`src/rtl/apb4_master_bridge.sv`:
```
// APB4 requester bridge: turns a valid/ready command stream into single APB4
// transfers and returns each result on a valid/ready response stream.
//
//   state  | meaning
//   IDLE   | cmd_ready high, waiting for a command
//   SETUP  | PSEL=1, PENABLE=0 for exactly one cycle
//   ACCESS | PSEL=1, PENABLE=1 until PREADY or timeout
//   RESP   | rsp_valid high until rsp_ready
module apb4_master_bridge #(
    parameter int ADDR_WIDTH     = 32,
    parameter int DATA_WIDTH     = 32,
    parameter int TIMEOUT_CYCLES = 256
) (
    input  logic                    PCLK,
    input  logic                    PRESETn,
    input  logic                    cmd_valid,
    output logic                    cmd_ready,
    input  logic [ADDR_WIDTH-1:0]   cmd_addr,
    input  logic                    cmd_write,
    input  logic [DATA_WIDTH-1:0]   cmd_wdata,
    input  logic [DATA_WIDTH/8-1:0] cmd_strb,
    input  logic [2:0]              cmd_prot,
    output logic                    rsp_valid,
    input  logic                    rsp_ready,
    output logic [DATA_WIDTH-1:0]   rsp_rdata,
    output logic                    rsp_err,
    output logic                    rsp_timeout,
    output logic                    PSEL,
    output logic                    PENABLE,
    output logic [ADDR_WIDTH-1:0]   PADDR,
    output logic                    PWRITE,
    output logic [DATA_WIDTH-1:0]   PWDATA,
    output logic [DATA_WIDTH/8-1:0] PSTRB,
    output logic [2:0]              PPROT,
    input  logic                    PREADY,
    input  logic [DATA_WIDTH-1:0]   PRDATA,
    input  logic                    PSLVERR
);

    localparam int STRB_W = DATA_WIDTH / 8;
    localparam bit TO_EN  = (TIMEOUT_CYCLES != 0);
    // A zero-width counter is illegal, so keep one bit when the timeout is off.
    localparam int CNT_W  = TO_EN ? $clog2(TIMEOUT_CYCLES + 1) : 1;
    localparam logic [CNT_W-1:0] CNT_LAST = CNT_W'(TO_EN ? TIMEOUT_CYCLES - 1 : 0);

    typedef enum logic [1:0] {
        IDLE   = 2'd0,
        SETUP  = 2'd1,
        ACCESS = 2'd2,
        RESP   = 2'd3
    } state_t;

    state_t           state;
    state_t           state_nxt;
    logic [CNT_W-1:0] cnt;
    logic             cmd_fire;
    logic             done_ok;
    logic             done_to;

    assign cmd_ready = (state == IDLE);
    assign cmd_fire  = cmd_valid && cmd_ready;
    assign done_ok   = (state == ACCESS) && PREADY;
    // PREADY takes priority over a timeout landing in the same cycle.
    assign done_to   = TO_EN && (state == ACCESS) && !PREADY && (cnt == CNT_LAST);

    assign PSEL      = (state == SETUP) || (state == ACCESS);
    assign PENABLE   = (state == ACCESS);
    assign rsp_valid = (state == RESP);

    always_comb begin
        state_nxt = state;
        case (state)
            IDLE:    if (cmd_fire) state_nxt = SETUP;
            SETUP:   state_nxt = ACCESS;
            ACCESS:  if (done_ok || done_to) state_nxt = RESP;
            RESP:    if (rsp_ready) state_nxt = IDLE;
            default: state_nxt = IDLE;
        endcase
    end

    always_ff @(posedge PCLK or negedge PRESETn) begin
        if (!PRESETn) begin
            state <= IDLE;
        end else begin
            state <= state_nxt;
        end
    end

    always_ff @(posedge PCLK or negedge PRESETn) begin
        if (!PRESETn) begin
            PADDR       <= '0;
            PWRITE      <= 1'b0;
            PWDATA      <= '0;
            PSTRB       <= '0;
            PPROT       <= '0;
            cnt         <= '0;
            rsp_rdata   <= '0;
            rsp_err     <= 1'b0;
            rsp_timeout <= 1'b0;
        end else begin
            if (cmd_fire) begin
                PADDR  <= cmd_addr;
                PWRITE <= cmd_write;
                PWDATA <= cmd_wdata;
                PSTRB  <= cmd_write ? cmd_strb : {STRB_W{1'b0}};
                PPROT  <= cmd_prot;
            end
            if (state == SETUP) begin
                cnt <= '0;
            end else if ((state == ACCESS) && !PREADY) begin
                cnt <= cnt + CNT_W'(1);
            end
            if (done_ok) begin
                rsp_rdata   <= PWRITE ? '0 : PRDATA;
                rsp_err     <= PSLVERR;
                rsp_timeout <= 1'b0;
            end else if (done_to) begin
                rsp_rdata   <= '0;
                rsp_err     <= 1'b1;
                rsp_timeout <= 1'b1;
            end
        end
    end

endmodule

```
`config.mk`:
```
export PLATFORM = sky130hd
export DESIGN_NAME = apb4_master_bridge
export DESIGN_NICKNAME = d
export VERILOG_FILES = /design/src/rtl/apb4_master_bridge.sv
export SDC_FILE = /design/constraint.sdc
export NUM_CORES = 1
export LEC_CHECK = 0
export ABC_AREA = 1
export CORE_MARGIN = 2
export CORE_UTILIZATION = 44
export DETAILED_ROUTE_END_ITERATION = 12
export PLACE_DENSITY = 0.84
export SLEW_MARGIN = 10
export SYNTH_ARGS = -nofsm -noshare
export SYNTH_HDL_FRONTEND = slang
export SYNTH_SLANG_ARGS = --single-unit
```
`constraint.sdc`:
```
create_clock -name PCLK -period 3.2 [get_ports PCLK]
set_input_delay 0.64 -clock PCLK [delete_from_list [all_inputs] [get_ports PCLK]]
set_output_delay 0.64 -clock PCLK [all_outputs]
set_load 0.05 [all_outputs]
```
---- Yosys cells after proc, flatten, opt, wreduce, memory -nomap -nowiden ----
Cells that the tools add are included.
operators by class
  $add $sub $neg .......................... 1
  equality and inequality tests ........... 7
  muxes and demuxes ....................... 13
  reductions and logical operators ........ 11
operator list
  operator               number
  $mux W32               3
  $mux W9                2
  $add A9 B1 Y9 const B  1
  $eq A9 B8 Y1 const B   1
  $pmux W2 S4            1
  $mux W2                3
  $ne A2 B1 Y1 const B   3
  $eq A2 B2 Y1 const B   2
  $logic_and A1 B1 Y1    4
  $mux W4                1
  $reduce_bool A2 Y1     2
  $mux W1                3
  $reduce_and A3 Y1      1
  $eq A2 B1 Y1 const B   1
  $logic_not A2 Y1       1
  $logic_or A1 B1 Y1     2
  $logic_not A1 Y1       1
storage, ports and cells
  flip-flop bits (word level) ............. 117
  output and inout bits ................... 110
  logic and storage cells ................. 42

---- Longest topological paths before layout ----
Gate-level depths: netlist of run 1.
  depth in word-level cells ............... 6
  mapped depth ............................ 9
  gate-level depth less buffers ........... 9

---- Least setup slack after synthesis of run 1 ----
Ideal clock, no wire load.
  path type ............................... reg2reg
  start point ............................. register state[0]
  end point ............................... register PADDR[21]
  setup time .............................. 0.066 ns
  arrival ................................. 1.716 ns
  data required time ...................... 3.134 ns
  slack ................................... 1.418 ns
  cell stages (with the launch flop) ...... 9
  clock period less this slack ............ 1.782 ns
  path through ............................ dfrtp_1 inv_1 ha_1 nand2_1 inv_2 buf_2 buf_4 nand2_1 nand2_1
on the way
  cells in the longest elaborated chain, start to end .. 2
ends and longest elaborated chain
  what                    RTL line  source
  from (decl)             53        state_t state;
  from (signal assigned)  85        state <= state_nxt;
  $logic_not A2 Y1        60        assign cmd_ready = (state == IDLE);
  via cmd_ready           17        output logic cmd_ready,
  $logic_and A1 B1 Y1     61        assign cmd_fire = cmd_valid && cmd_ready;
  to (signal assigned)    102       PADDR <= cmd_addr;
  to (decl)               30        output logic [ADDR_WIDTH-1:0] PADDR,
The timed path passes the listed nets, and every way through them passes these cells.
A chain may end at the register's enable or synchronous reset.

---- Final worst setup path of run 1 ----
  start point ............................. register state[0]
  end point ............................... output PENABLE
on the way
  cells in the longest elaborated chain, start to end .. 1
ends and longest elaborated chain
  what          RTL line  source
  $eq A2 B2 Y1  67        assign PENABLE = (state == ACCESS);
  to (decl)     29        output logic PENABLE,
Every way passes these cells.

==> impl_metrics.json, run 1 <==
{
  "status": "completed",
  "die_x_um": 107.4,
  "vias": 4353,
  "io_buffers": 219,
  "top_layer": "met4",
  "layout.nets": 876,
  "final.min_clock_period_ps": 2899,
  "drt_iter0_drc": 342,
  "synth_top_family_by_area": "simple AND/OR/NAND/NOR gates",
  "ios": 220,
  "rsz0062_at_grt": "no",
  "synth_area_leaders": "dfrtp_1 62%, nand2_1 24%, nand3_1 4.5%",
  "max_freq_mhz": 345.0,
  "muxShareOfSynthArea": 0,
  "critical-path-top-delay-family": "buffers and inverters",
  "area_delta_synth_final_pct": 61.68,
  "yosys.area.top_type": "dfrtp_1",
  "crit_buf_inv": 2,
  "setup_violations": 0,
  "cts_made_buffers": 17,
  "yosys.area_share.simple": 0.2980,
  "synth_area_um2": 4702,
  "synth_async_sr_flop_share": 1.000,
  "die_h_um": 107.4,
  "multi_input_area_um2": 1577,
  "grt_start_max_net_pins": 76,
  "antenna_cells": 0,
  "num_rows": 37,
  "seqCellArea_um2": 2928,
  "syn_area_per_cell_um2": 8.675,
  "slowest_delay_ps": 880,
  "finalWeightedCongestion": 0.7559,
  "crit_chain": "inv_1 > ha_1 > clkdlybuf4s50_1",
  "cts.sinks": 117,
  "ys_seq_area_frac": 0.6227,
  "ctsRootBufferMaster": "clkbuf_8",
  "grt_use_total": 0.2421,
  "htree_levels": 4,
  "cp-end-kind": "output port",
  "post-route-cell-area_um2": 7602,
  "fp.coreArea_um2": 10370,
  "slew_headroom": 0.3355,
  "ctsHoldBuffers": 0,
  "initial_core_util": 0.4534,
  "fin_skew_ps": 8.806,
  "synthesis.nets": 659,
  "place_inst": 876,
  "synth_cell_types": 17,
  "synth_top_area_frac": 0.6227,
  "grt_antenna_before_repair": 0,
  "required_ps": 2560,
  "synthAdderAreaFrac": 0.01863,
  "cts_tree": "done",
  "grt_overflow_total": 0,
  "synth_cells": 542,
  "num-fill-cells": 763,
  "ir_drop_mv": 0.6925,
  "slowest_stage": "clkdlybuf4s50_1",
  "synth-compound-area-share": 0.01809,
  "dieArea_um2": 11530,
  "path_clk_slew_ps": 60,
  "crit_fanout": 6,
  "synth-xor-area-share": 0,
  "power_density_nw_per_um2": 1241,
  "power.leakage_nw": 3.726,
  "post-cts-setup-buffer-count": 0,
  "synthFlopType": "dfrtp_1",
  "wire_per_inst_um": 14.74,
  "wl_met3_um": 1631,
  "critPathKind": "flip-flop to output port",
  "instances_no_fill": 908,
  "synth_edf_count": 0,
  "drive_above_1_share": 0.05959,
  "post_cts_resized": 0,
  "clkLatencyLatePin_ps": 510,
  "tightestPinTransition_ps": 995.7,
  "worst_hold_path_type": "input port to async pin",
  "dp_hpwl_um": 9462,
  "cp.arrival_ps": 2260,
  "drv_slew": 0,
  "grt_pass1_wl_um": 21640,
  "finalSetupTns_ps": 0,
  "dr.pass1.iters": 4,
  "met2WireLength_um": 6402,
  "vias_per_cell": 4.794,
  "grt_pass1_vias": 4462,
  "yosysWarningCount": 0,
  "ys_ff_latch": 117,
  "postRouteAntennaNets": 0,
  "crit_path_start_kind": "flip-flop",
  "period_share": 0.9059,
  "drv_cap": 0,
  "synth_most_common_cell": "nand2_1",
  "hold_violations": 0,
  "route.detailed.drc": 0,
  "clockBufferDepth": 2,
  "placed_area_um2": 6998,
  "whs_ps": 229.5,
  "synth_common_cells": "300 x nand2_1, 117 x dfrtp_1, 42 x nand3_1",
  "final_core_util": 0.7331,
  "routed_wl_um": 13390,
  "wl_met1_um": 5188
}
[cell usage in the layout (no fill, tap or decap), types with 2 or more instances in the layout]
master	instances
a21oi_1	4
buf_12	2
buf_4	3
bufinv_16	3
clkbuf_16	16
clkbuf_8	2
clkdlybuf4s50_1	218
clkinv_4	2
clkinvlp_4	5
dfrtp_1	117
ha_1	7
inv_1	18
inv_2	3
inv_6	3
nand2_1	299
nand2_2	2
nand3_1	42
nor2_1	9
nor2_2	3
o21ai_0	10
[cell families (layout without fill, tap and decap cells)]
family                   Yosys count  count (layout)
flip-flops                       117             117
buffers and inverters             46             276
AO/OA/AOI/OAI                     16              16
AND/OR/NAND/NOR                  356             356
adder cells (fa/ha/maj)            7               7
[per-stage QoR]
step                      worst slack [ps]  power, W
after floorplan                       1418  0.005745
after global placement               881.9  0.007432
after detailed placement             844.8  0.007557
after CTS                            306.4  0.009508
after global routing                 222.0  0.009928
final                                301.2  0.009433
[worst paths after layout]
| path | startpoint | end | slack [ps] | cells past startpoint |
|---|---|---|---|---|
| setup / recovery | state[0] | PENABLE | 300 | 3 |
| hold / removal | PRESETn | rsp_rdata[29] | 230 | 1 |
| setup reg to reg | cnt[1] | rsp_rdata[28] | 1360 | 8 |
| hold reg to reg | rsp_rdata[5] | rsp_rdata[5] | 470 | 2 |
| max in group asynchronous | PRESETn | PWDATA[18] | 2210 | 2 |
| min in group PCLK | rsp_rdata[5] | rsp_rdata[5] | 470 | 2 |
[final cells by class]
| type | count | share of cell area |
|---|---|---|
| clock inverters | 14 | 0.02321 |
| flip-flops and latches | 117 | 0.3851 |
| repair buffers | 223 | 0.2953 |
| inverters | 21 | 0.01037 |
| clock buffers | 18 | 0.05629 |
| multi-input cells | 379 | 0.2074 |
| well taps | 136 | 0.02238 |
[where the power goes]
part / switching, W / leakage (nW) / total, W / internal (W)
clock network: 0.000692 / 0.280 / 0.00191 / 0.00121
registers: 0.000375 / 1.49 / 0.00250 / 0.00213
logic: 0.00347 / 1.96 / 0.00503 / 0.00156
total: 0.00454 / 3.73 / 0.00943 / 0.00490
[state kept, by name, indices dropped and copies added (netlist names)]
signal / cells
PADDR: 32
PPROT: 3
PSTRB: 4
PWDATA: 32
PWRITE: 1
cnt: 9
rsp_err: 1
rsp_rdata: 32
rsp_timeout: 1
state: 2
[metal layers]
layer  vias up  global-route usage
met4         0             0.06593
li1       2098                   -
met5         -                   0
met2       216              0.4028
met1      2023              0.2857
met3        16              0.1084
Power figures use the tool's default switching activity.
==> run 2, diff against run 1 <==
CORE_ASPECT_RATIO = 0.5   (was not set)
CORE_UTILIZATION = 37   (was 44)
PLACE_DENSITY = 0.75   (was 0.84)
clock period = 2.6 ns   (was 3.2 ns; I/O delays follow)
==> impl_metrics.json, run 2 (synthesized netlist as in run 1, its figures left out) <==
{
  "final.min_clock_period_ps": 2508,
  "area_delta_synth_final_pct": 64.18,
  "cts_made_buffers": 17,
  "post_cts_resized": 0,
  "final_cell_mix": "299 x nand2_1, 217 x clkdlybuf4s50_1, 117 x dfrtp_1",
  "hold_violations": 0,
  "status": "completed",
  "vias": 4285,
  "netSwitchingFraction": 0.4682,
  "post-cts-setup-buffer-count": 0,
  "worst_hold_path_type": "input port to async pin",
  "required_ps": 2080,
  "power.total_w": 0.01186,
  "finalSetupTns_ps": 0,
  "io_buffers": 219,
  "layout.nets": 879,
  "clkLatencyLatePin_ps": 400,
  "grt_antenna_before_repair": 0,
  "power_density_nw_per_um2": 1536,
  "die_x_um": 163.4,
  "reg_top3": "PADDR x32, PWDATA x32, rsp_rdata x32",
  "ctsRootBufferMaster": "clkbuf_16",
  "clockBufferDepth": 2,
  "combPwrFrac": 0.523,
  "finalWeightedCongestion": 0.7982,
  "path_clk_slew_ps": 60,
  "drt_iter0_drc": 247,
  "internal_power_w": 0.006305,
  "grt_use_total": 0.2064,
  "ir_drop_mv": 0.6069,
  "dp_hpwl_um": 9150,
  "drv_slew": 0,
  "rsz0062_at_grt": "no",
  "placed_area_um2": 7063,
  "tightestPinTransition_ps": 732.8,
  "period_share": 0.9645,
  "num_rows": 29,
  "drive_above_1_share": 0.06202,
  "routed_wl_um": 13500,
  "p_seq_frac": 0.258,
  "slew_headroom": 0.5109,
  "max_freq_mhz": 398.8,
  "dp_worst_setup_slack_ps": 487.2,
  "fp.coreArea_um2": 12520,
  "cts.sinks": 117,
  "antenna_cells": 0,
  "pwr-share-clk": 0.219,
  "route.detailed.drc": 0,
  "die_h_um": 83.71,
  "post-route-cell-area_um2": 7720,
  "setup_violations": 0,
  "ios": 220,
  "fin_skew_ps": 10.98,
  "cts_tree": "done",
  "finalWorstSetupSlack_ps": 92.28,
  "whs_ps": 148.6,
  "vias_per_cell": 4.539,
  "critPathKind": "flip-flop to output port",
  "grt_pass1_vias": 4347,
  "r2r_cells": 8,
  "layout_commonest_cell": "nand2_1",
  "ctsHoldBuffers": 0,
  "crit_path_start_kind": "flip-flop",
  "htree_levels": 4,
  "power.leakage_nw": 3.785,
  "drv_cap": 0,
  "grt_start_max_net_pins": 118,
  "dieArea_um2": 13680,
  "grt_pass1_wl_um": 22040,
  "initial_core_util": 0.3756,
  "crit_fanout": 4,
  "wire_per_inst_um": 14.30,
  "p_sw_w": 0.005551,
  "grt_overflow_total": 0,
  "cp-end-kind": "output port",
  "dr.pass1.iters": 4,
  "cp.arrival_ps": 1990,
  "postRouteAntennaNets": 0
}
-- run 2: cell types whose count changed in the layout (fill, tap and decap cells not counted) --
cell and delta:
clkinv_2 +1, clkdlybuf4s50_1 -1, clkinvlp_4 -3, inv_6 -2
bufinv_16 +2, dlymetal6s2s_1 +1, clkbuf_16 +1, buf_4 +3
-- run 2: power by group through the flow --
stage          clock network (W)  registers [W]  logic (W)
3_3_place_gp                   0        0.00303    0.00616
5_1_grt                  0.00272        0.00316    0.00657
3_5_place_dp                   0        0.00307    0.00624
4_1_cts                  0.00263        0.00306    0.00626
2_1_floorplan                  0        0.00569    0.00138
6_report                 0.00259        0.00306    0.00620
-- run 2: area by class of cell --
cell class              instances  area (µm²)
fillers                      1064        4798
flip-flops and latches        117        2928
repair buffers                226        2270
multi-input cells             379        1577
clock buffers                  19       452.9
well taps                     170       212.7
clock inverters                12       201.4
inverters                      21       78.83
-- run 2: worst paths after layout --
check	endpoint	slack, ps	start
max in group asynchronous	rsp_rdata[25]	1900	PRESETn
hold / removal	PADDR[3]	150	PRESETn
min in group PCLK	rsp_rdata[26]	470	rsp_rdata[26]
setup / recovery	cmd_ready	90	state[1]
setup reg to reg	rsp_rdata[9]	760	cnt[1]
hold reg to reg	rsp_rdata[26]	470	rsp_rdata[26]
-- run 2: metal layers --
metal  GRT usage  vias to the layer above  part of all wire
met1      0.2472                     2024              0.42
met2      0.3586                      123              0.51
li1            -                     2107                 -
met4     0.09895                        0             0.033
met3     0.04024                       31             0.039
met5           0                        -                 0
-- run 2: critical path, stage by stage (launching register included) --
cell and delay, ps:
dfrtp_1 410, inv_1 130, ha_1 230, clkdlybuf4s50_1 820
-- run 2: stage by stage --
step / util / std cells
after global routing: 0.6167 / 944
after global placement: 0.5642 / 913
after CTS: 0.6165 / 944
after floorplan: - / 542
final: 0.6167 / 944
after detailed placement: 0.5642 / 913
